$ cat src/rtl/i2c_resp_pkg.sv
// Shared types and constants for the I2C slave responder.
//   i2c_resp_state_t : responder FSM states
//   I2C_ACK / I2C_NAK: bus level of the acknowledge bit
//   I2C_RW_READ      : value of the R/W bit that selects a read transfer
package i2c_resp_pkg;

  typedef enum logic [2:0] {
    IDLE,
    ADDR,
    ACK_ADDR,
    RX_BYTE,
    ACK_RX,
    TX_BYTE,
    MACK,
    IGNORE
  } i2c_resp_state_t;

  localparam logic I2C_ACK     = 1'b0;
  localparam logic I2C_NAK     = 1'b1;
  localparam logic I2C_RW_READ = 1'b1;

endpackage

$ cat src/rtl/i2c_resp_bus_sync.sv
// Input conditioning for the raw I2C pins.
// Each pin goes through a 2-FF synchronizer plus one history flop. All strobe
// outputs are single-cycle pulses derived from the synchronized/history pair.
// Ports:
//   clk_i, rst_ni     : system clock, asynchronous active-low reset
//   scl_i, sda_i      : raw asynchronous bus pins
//   sda_sync_o        : synchronized SDA level (for data sampling)
//   scl_rise_o/fall_o : edges of the synchronized SCL
//   start_o / stop_o  : SDA falling / rising while SCL is high
module i2c_bus_sync
  import i2c_resp_pkg::*;
(
  input  logic clk_i,
  input  logic rst_ni,
  input  logic scl_i,
  input  logic sda_i,
  output logic sda_sync_o,
  output logic scl_rise_o,
  output logic scl_fall_o,
  output logic start_o,
  output logic stop_o
);

  logic scl_meta_q, scl_sync_q, scl_hist_q;
  logic sda_meta_q, sda_sync_q, sda_hist_q;

  // Idle bus is high, so reset all stages to 1 to avoid a spurious edge.
  always_ff @(posedge clk_i or negedge rst_ni) begin
    if (!rst_ni) begin
      scl_meta_q <= 1'b1;
      scl_sync_q <= 1'b1;
      scl_hist_q <= 1'b1;
      sda_meta_q <= 1'b1;
      sda_sync_q <= 1'b1;
      sda_hist_q <= 1'b1;
    end else begin
      scl_meta_q <= scl_i;
      scl_sync_q <= scl_meta_q;
      scl_hist_q <= scl_sync_q;
      sda_meta_q <= sda_i;
      sda_sync_q <= sda_meta_q;
      sda_hist_q <= sda_sync_q;
    end
  end

  assign sda_sync_o = sda_sync_q;
  assign scl_rise_o = scl_sync_q & ~scl_hist_q;
  assign scl_fall_o = ~scl_sync_q & scl_hist_q;
  // SCL must be high in both samples so an SDA edge racing an SCL edge
  // is not mistaken for a bus condition.
  assign start_o    = scl_sync_q & scl_hist_q & sda_hist_q & ~sda_sync_q;
  assign stop_o     = scl_sync_q & scl_hist_q & ~sda_hist_q & sda_sync_q;

endmodule

$ cat src/rtl/i2c_slave_responder.sv
// I2C slave responder: detects START/STOP, matches a 7-bit address, stores
// written bytes into a small register file via an auto-incrementing pointer
// and returns bytes from that file on reads.
// Ports:
//   clk_i, rst_ni   : system clock, asynchronous active-low reset
//   scl_i, sda_i    : raw I2C bus pins
//   sda_o           : open-drain SDA drive (0 = pull low, 1 = release)
//   rx_valid_o      : one-cycle strobe when a data byte is stored
//   rx_data_o       : last stored byte
//   rx_addr_o       : register address of the last stored byte
//   busy_o          : high from an addressed START until STOP
module i2c_slave_responder
  import i2c_resp_pkg::*;
#(
  parameter logic [6:0] SLAVE_ADDR = 7'h22,
  parameter int         MEM_AW     = 4
) (
  input  logic              clk_i,
  input  logic              rst_ni,
  input  logic              scl_i,
  input  logic              sda_i,
  output logic              sda_o,
  output logic              rx_valid_o,
  output logic [7:0]        rx_data_o,
  output logic [MEM_AW-1:0] rx_addr_o,
  output logic              busy_o
);

  localparam int DEPTH = 1 << MEM_AW;

  logic sda_s, scl_rise, scl_fall, start_det, stop_det;

  i2c_bus_sync u_sync (
    .clk_i      (clk_i),
    .rst_ni     (rst_ni),
    .scl_i      (scl_i),
    .sda_i      (sda_i),
    .sda_sync_o (sda_s),
    .scl_rise_o (scl_rise),
    .scl_fall_o (scl_fall),
    .start_o    (start_det),
    .stop_o     (stop_det)
  );

  i2c_resp_state_t   state_q, state_d;
  logic [2:0]        bitcnt_q, bitcnt_d;
  logic [6:0]        shift_q, shift_d;   // 7 bits kept; 8th comes straight from sda_s
  logic [7:0]        tx_q, tx_d;
  logic [MEM_AW-1:0] ptr_q, ptr_d;
  logic              first_q, first_d;   // next received byte is the pointer
  logic              mack_ok_q, mack_ok_d; // master ACKed; drive next byte on fall
  logic              sda_q, sda_d;
  logic              busy_q, busy_d;
  logic              rx_valid_q, rx_valid_d;
  logic [7:0]        rx_data_q, rx_data_d;
  logic [MEM_AW-1:0] rx_addr_q, rx_addr_d;
  logic [7:0]        mem_q [DEPTH];

  logic              wr_en;
  logic [7:0]        byte_w;
  logic [MEM_AW-1:0] ptr_inc;
  logic              last_bit;

  assign byte_w   = {shift_q, sda_s};
  assign ptr_inc  = ptr_q + MEM_AW'(1);
  assign last_bit = (bitcnt_q == 3'd7);

  always_comb begin
    state_d    = state_q;
    bitcnt_d   = bitcnt_q;
    shift_d    = shift_q;
    tx_d       = tx_q;
    ptr_d      = ptr_q;
    first_d    = first_q;
    mack_ok_d  = mack_ok_q;
    sda_d      = sda_q;
    busy_d     = busy_q;
    rx_valid_d = 1'b0;
    rx_data_d  = rx_data_q;
    rx_addr_d  = rx_addr_q;
    wr_en      = 1'b0;

    // Bus conditions win over any scl edge seen in the same cycle.
    if (start_det) begin
      state_d   = ADDR;
      bitcnt_d  = 3'd0;
      mack_ok_d = 1'b0;
      sda_d     = 1'b1;
    end else if (stop_det) begin
      state_d   = IDLE;
      bitcnt_d  = 3'd0;
      mack_ok_d = 1'b0;
      sda_d     = 1'b1;
      busy_d    = 1'b0;
    end else begin
      unique case (state_q)
        IDLE: ;

        ADDR: begin
          if (scl_rise) begin
            shift_d  = byte_w[6:0];
            bitcnt_d = bitcnt_q + 3'd1;
            if (last_bit) begin
              if (byte_w[7:1] == SLAVE_ADDR) begin
                state_d = ACK_ADDR;
                busy_d  = 1'b1;
              end else begin
                state_d = IGNORE;
              end
            end
          end
        end

        // sda_q doubles as the phase flag: released = ACK not yet driven.
        // shift_q[0] still holds the R/W bit here.
        ACK_ADDR: begin
          if (scl_fall) begin
            if (sda_q == I2C_NAK) begin
              sda_d = I2C_ACK;
            end else if (shift_q[0] == I2C_RW_READ) begin
              tx_d     = mem_q[ptr_q];
              sda_d    = mem_q[ptr_q][7];
              bitcnt_d = 3'd0;
              state_d  = TX_BYTE;
            end else begin
              sda_d    = 1'b1;
              first_d  = 1'b1;
              bitcnt_d = 3'd0;
              state_d  = RX_BYTE;
            end
          end
        end

        RX_BYTE: begin
          if (scl_rise) begin
            shift_d  = byte_w[6:0];
            bitcnt_d = bitcnt_q + 3'd1;
            if (last_bit) begin
              state_d = ACK_RX;
              if (first_q) begin
                ptr_d   = byte_w[MEM_AW-1:0];
                first_d = 1'b0;
              end else begin
                wr_en      = 1'b1;
                rx_valid_d = 1'b1;
                rx_data_d  = byte_w;
                rx_addr_d  = ptr_q;
                ptr_d      = ptr_inc;
              end
            end
          end
        end

        ACK_RX: begin
          if (scl_fall) begin
            if (sda_q == I2C_NAK) begin
              sda_d = I2C_ACK;
            end else begin
              sda_d    = 1'b1;
              bitcnt_d = 3'd0;
              state_d  = RX_BYTE;
            end
          end
        end

        // Entered on a fall with bit 7 already driven; a fall with the
        // counter wrapped back to 0 means all 8 bits have been clocked.
        TX_BYTE: begin
          if (scl_rise) begin
            bitcnt_d = bitcnt_q + 3'd1;
          end else if (scl_fall) begin
            if (bitcnt_q == 3'd0) begin
              sda_d   = 1'b1;
              state_d = MACK;
            end else begin
              tx_d  = {tx_q[6:0], 1'b0};
              sda_d = tx_q[6];
            end
          end
        end

        MACK: begin
          if (scl_rise) begin
            if (sda_s == I2C_ACK) begin
              ptr_d     = ptr_inc;
              tx_d      = mem_q[ptr_inc];
              mack_ok_d = 1'b1;
            end else begin
              state_d = IGNORE;
            end
          end else if (scl_fall && mack_ok_q) begin
            mack_ok_d = 1'b0;
            sda_d     = tx_q[7];
            bitcnt_d  = 3'd0;
            state_d   = TX_BYTE;
          end
        end

        IGNORE: sda_d = 1'b1;

        default: state_d = IDLE;
      endcase
    end
  end

  always_ff @(posedge clk_i or negedge rst_ni) begin
    if (!rst_ni) begin
      state_q    <= IDLE;
      bitcnt_q   <= 3'd0;
      shift_q    <= '0;
      tx_q       <= '0;
      ptr_q      <= '0;
      first_q    <= 1'b0;
      mack_ok_q  <= 1'b0;
      sda_q      <= 1'b1;
      busy_q     <= 1'b0;
      rx_valid_q <= 1'b0;
      rx_data_q  <= '0;
      rx_addr_q  <= '0;
    end else begin
      state_q    <= state_d;
      bitcnt_q   <= bitcnt_d;
      shift_q    <= shift_d;
      tx_q       <= tx_d;
      ptr_q      <= ptr_d;
      first_q    <= first_d;
      mack_ok_q  <= mack_ok_d;
      sda_q      <= sda_d;
      busy_q     <= busy_d;
      rx_valid_q <= rx_valid_d;
      rx_data_q  <= rx_data_d;
      rx_addr_q  <= rx_addr_d;
    end
  end

  // Register file is cleared by reset so a bench always starts from zeros.
  always_ff @(posedge clk_i or negedge rst_ni) begin
    if (!rst_ni) begin
      for (int i = 0; i < DEPTH; i++) mem_q[i] <= '0;
    end else if (wr_en) begin
      mem_q[ptr_q] <= byte_w;
    end
  end

  assign sda_o      = sda_q;
  assign rx_valid_o = rx_valid_q;
  assign rx_data_o  = rx_data_q;
  assign rx_addr_o  = rx_addr_q;
  assign busy_o     = busy_q;

endmodule

$ cat config.mk
export PLATFORM = sky130hd
export DESIGN_NAME = i2c_slave_responder
export DESIGN_NICKNAME = d
export VERILOG_FILES = /design/src/rtl/i2c_resp_pkg.sv /design/src/rtl/i2c_resp_bus_sync.sv /design/src/rtl/i2c_slave_responder.sv
export SDC_FILE = /design/constraint.sdc
export NUM_CORES = 1
export LEC_CHECK = 0
export BUFFER_PORTS_ARGS = -buffer_cell sky130_fd_sc_hd__buf_2
export CAP_MARGIN = 20
export CORE_MARGIN = 5
export CORE_UTILIZATION = 35
export CTS_CLUSTER_DIAMETER = 100
export DETAILED_ROUTE_END_ITERATION = 7
export HOLD_SLACK_MARGIN = 0.06
export RECOVER_POWER = 50
export SLEW_MARGIN = 20
export SYNTH_ARGS = -nofsm -noshare
export SYNTH_HDL_FRONTEND = slang
export SYNTH_SLANG_ARGS = --single-unit
$ cat constraint.sdc
create_clock -name clk_i -period 5.15 [get_ports clk_i]
set_input_delay 0.2575 -clock clk_i [delete_from_list [all_inputs] [get_ports clk_i]]
set_output_delay 0.2575 -clock clk_i [all_outputs]
set_load 0.02 [all_outputs]
==> impl_summary.txt <==
----------------------------------------------------
[Setup path]
  Cell class contributing the biggest share of worst-path delay ... simple AND/OR/NAND/NOR gates
  Critical Path End Type ... flip-flop
  Type of origin of the critical path ... flip-flop
  Number of buffers and inverters on the critical path ... 1
  Slowest CP cell ... sky130_fd_sc_hd__dfrtp_1
  Worst EP arrival ... 3.44 ns
  Maximum fanout along the worst path ... 24
  Worst R2R Start ... state_q[0]
  Cell breakdown of the critical path ... nor2b_1, nand3_1, nor3_2, buf_4, nand3_2, mux2_2
  Required time of the worst setup path ... 5.46 ns
  Launch point of the critical path ... state_q[0]
  Timing endpoint of the critical path ... mem_q[80]
  Highest cell delay on the worst timing path ... 0.78 ns
  Endpoint of the worst register-to-register path ... mem_q[80]
  Worst reg2reg path depth ... 6
  Slack of the worst reg-to-reg path ... 2.02 ns
  Worst Setup Path Type ... reg -> reg
  Crit path depth ... 6

[Synthesis]
  Cell count after synthesis ... 698
  Fraction of synthesized cell area taken by the top area cell type ... 44.2%
  Number of synthesis warnings ... 0
  Synthesized Nets ... 709
  Yosys cell types ... 61
  Fraction of synthesis flops using an asynchronous set or reset pin ... 100%
  Synth Area per Inst ... 13.7 µm²
  Number of enable-type register cells in the synthesized netlist ... 0
  Biggest area consumer among synthesized cells ... sky130_fd_sc_hd__dfrtp_1
  Post-Syn Area ... 9560 µm²
  Ranking of synthesized cells by area ... sky130_fd_sc_hd__dfrtp_1 44%, sky130_fd_sc_hd__mux2_2 17%, sky130_fd_sc_hd__mux4_2 13%
  Post-synthesis sequential area ratio ... 46.2%
  Flop and latch count out of synthesis ... 176
  Most used flip-flop cell after synthesis ... sky130_fd_sc_hd__dfrtp_1

[Timing]
  Final hold slack ... 0.362 ns
  Final Hold Violating Endpoints ... 0
  Final Cycle Share ... 60.9%
  Setup WS post-layout ... 2.02 ns
  Final setup violating endpoints ... 0
  Setup repair after global routing missed its margin ... no
  Final Max Tran Viols ... 0
  Worst clock skew on the final layout ... 0.0104 ns
  Tmin final ... 3.13 ns
  Slew margin rel. ... 34.1%
  Achievable Freq ... 319 MHz
  Slew @ Worst Pin ... 0.988 ns
  Final TNS setup ... 0 ns

[CTS]
  Root buffer selected by CTS ... sky130_fd_sc_hd__clkbuf_16
  Clock network latency to the later pin of the worst-skew pair ... 0.43 ns
  Post-CTS sizing ... 0
  Clock slew at reported path FFs ... 0.07 ns
  Largest buffer count on any clock path ... 2
  Setup Buffers After CTS ... 0
  Number of buffers added by the clock tree synthesis step ... 17
  H-tree levels ... 4
  TritonCTS Sinks ... 176
  CTS tree ... built

[Cells and area]
  Area growth, synth to finish ... 9.29%
  Diodes inserted ... 0
  Share of layout cells above drive strength 1 ... 40.0%
  Filler-free cell count of the finished design ... 1044
  Final Core Density ... 38.8%
  Total non-filler cell area in the finished layout ... 10400 µm²
  Net count reported at finish ... 701
  Filler cells ... 2486

[Hold path]
  Type of the tightest min-delay check ... reg -> reg
  Count of cells along the worst hold path ... 0

[Floorplanning]
  Floorplan row count ... 60
  Floorplan die height ... 175 µm
  IO Count ... 19
  Std-Cell Core Area ... 27000 µm²
  Width of the die ... 175 µm
  Starting density of the core ... 35.5%
  Overall die area ... 30700 µm²

[Routing]
  First-pass iteration count of the detailed router ... 5
  DR vias ... 6088
  Ratio of routed vias to standard cells ... 5.83
  Post-detailed-route DRC marker count ... 0
  Starting DRT DRC Count ... 504
  Total wirelength of the detailed-routed design ... 23.8 mm
  Mean routed wirelength per cell ... 22.8 µm
  DRT antenna net count ... 0

[Placement]
  Post-DP HPWL ... 15.4 mm
  Worst-case setup slack after placement ... 1.76 ns
  Total placed instance area ... 9810 µm²
  Number of buffers inserted by port buffering ... 18
  Global placement routability congestion ... 0.824
  Cell count after placement ... 1009

[Pwr]
  Overall power ... 4.11 mW
  Cell-internal power ... 2.69 mW
  Fraction of power consumed by sequential logic ... 43.4%
  Switching power ... 1.42 mW
  Power density over cell area ... 393 nW/µm²
  Clock power frac ... 32.9%
  Switching part of the total ... 34.5%
  Comb pwr share ... 23.8%
  Peak supply drop ... 238 µV
  Standby leakage power ... 4.55 nW

[Job]
  Number of max-cap violations ... 0

[Global routing]
  Leftover overflow at the end of global routing ... 0
  Vias in the first global route ... 6046
  Wire length of the first global-routing pass ... 37.9 mm
  Antenna violations before repair ... 0
  Overall track demand over capacity in global routing ... 15.9%
  Maximum number of pins on one net before global-route repair ... 71

[Outcome]
  Run status ... finished clean

----------------------------------------------------
[metal layers]
metal	part of all wire, %	vias to the layer above	GRT usage [%]	wire length [µm]
li1	-	2646	-	-
met1	46	3262	23.2	11000
met2	48	164	24.7	11300
met3	5.3	16	3.38	1260
met4	0.81	0	3.44	192
met5	0	-	0	0
[layout make-up]
class                   instances  area [µm²]  share of cell area, %
well taps                     341         427                   4.08
clock inverters                11         153                   1.46
multi-input cells             453        4770                   45.7
flip-flops and latches        176        4420                   42.3
repair buffers                 29         168                   1.60
inverters                      13        48.8                  0.467
clock buffers                  21         460                   4.41
[synthesized netlist by cell type, drive strengths merged (3+ instances only)]
cell / n
mux2: 146
nand3b: 3
nor2b: 6
a22oi: 7
nand3: 23
nand2b: 5
clkbuf: 27
mux2i: 24
inv: 12
a221oi: 12
a21oi: 12
ha: 7
mux4: 63
and3b: 3
dfrtp: 169
nor2: 25
buf: 28
nor3b: 3
a211oi: 5
dfstp: 7
o21ai: 20
nor3: 11
a31oi: 9
nand2: 34
[worst min-delay path by stage]
stage                                    to  slack [ns]               from
after floorplan                 bitcnt_q[0]       -0.04             rst_ni
after global placement         rx_data_o[0]        0.31             rst_ni
after detailed placement       rx_data_o[0]        0.31             rst_ni
after CTS                 u_sync.sda_sync_o        0.36  u_sync.sda_meta_q
after global routing      u_sync.sda_sync_o        0.37  u_sync.sda_meta_q
final                     u_sync.sda_sync_o        0.36  u_sync.sda_meta_q
[worst register-to-register path, stage by stage, from the launching register on]
cell,delay [ns]
sky130_fd_sc_hd__dfrtp_1,0.78
sky130_fd_sc_hd__nor2b_1,0.29
sky130_fd_sc_hd__nand3_1,0.14
sky130_fd_sc_hd__nor3_2,0.47
sky130_fd_sc_hd__buf_4,0.48
sky130_fd_sc_hd__nand3_2,0.46
sky130_fd_sc_hd__mux2_2,0.41
[flip-flops by register name (all words and copies together) (netlist names)]
| register | cells |
|---|---|
| tx_q | 8 |
| ptr_q | 4 |
| mem_q | 128 |
| bitcnt_q | 3 |
| u_sync.sda_hist_q | 1 |
| u_sync.sda_meta_q | 1 |
| u_sync.scl_meta_q | 1 |
| mack_ok_q | 1 |
| rx_addr_o | 4 |
| sda_o | 1 |
| u_sync.scl_sync_q | 1 |
| shift_q | 7 |
| rx_data_o | 8 |
| u_sync.sda_sync_o | 1 |
| rx_valid_o | 1 |
| first_q | 1 |
| state_q | 3 |
| busy_o | 1 |
| u_sync.scl_hist_q | 1 |
[repair_timing]
action / CTS / global route
setup endpoints to repair: 0 / 0
hold endpoints to repair: 64 / 0
hold buffers: 3 / 0
[power groups by stage]
stage	registers, mW	logic (mW)	clock network [mW]
2_1_floorplan	1.57	0.962	0
3_3_place_gp	1.80	0.953	0
3_5_place_dp	1.81	0.965	0
4_1_cts	1.78	0.972	1.38
5_1_grt	1.81	1.07	1.44
6_report	1.78	0.976	1.35
[cells by family after synthesis]
group / Yosys count / synth area share [%]
AO/OA/AOI/OAI: 84 / 6.05
multiplexers: 233 / 34.8
XOR/XNOR: 4 / 0.524
flip-flops: 176 / 46.2
buffers and inverters: 69 / 4.06
AND/OR/NAND/NOR: 125 / 7.49
adder cells (fa/ha/maj): 7 / 0.916
[placed cells by master, fill, tap and decap left out, drive strengths merged, types with 6 or more instances in the layout]
cell / instances
nor2b: 6
dfrtp: 169
inv: 15
a22oi: 7
buf: 11
nand3: 23
mux2: 146
ha: 7
nor2: 25
clkbuf: 36
mux2i: 24
a21oi: 12
nor3: 11
o21ai: 20
nand2: 34
dfstp: 7
a221oi: 12
a31oi: 9
mux4: 63
Power figures use the tool's default switching activity.
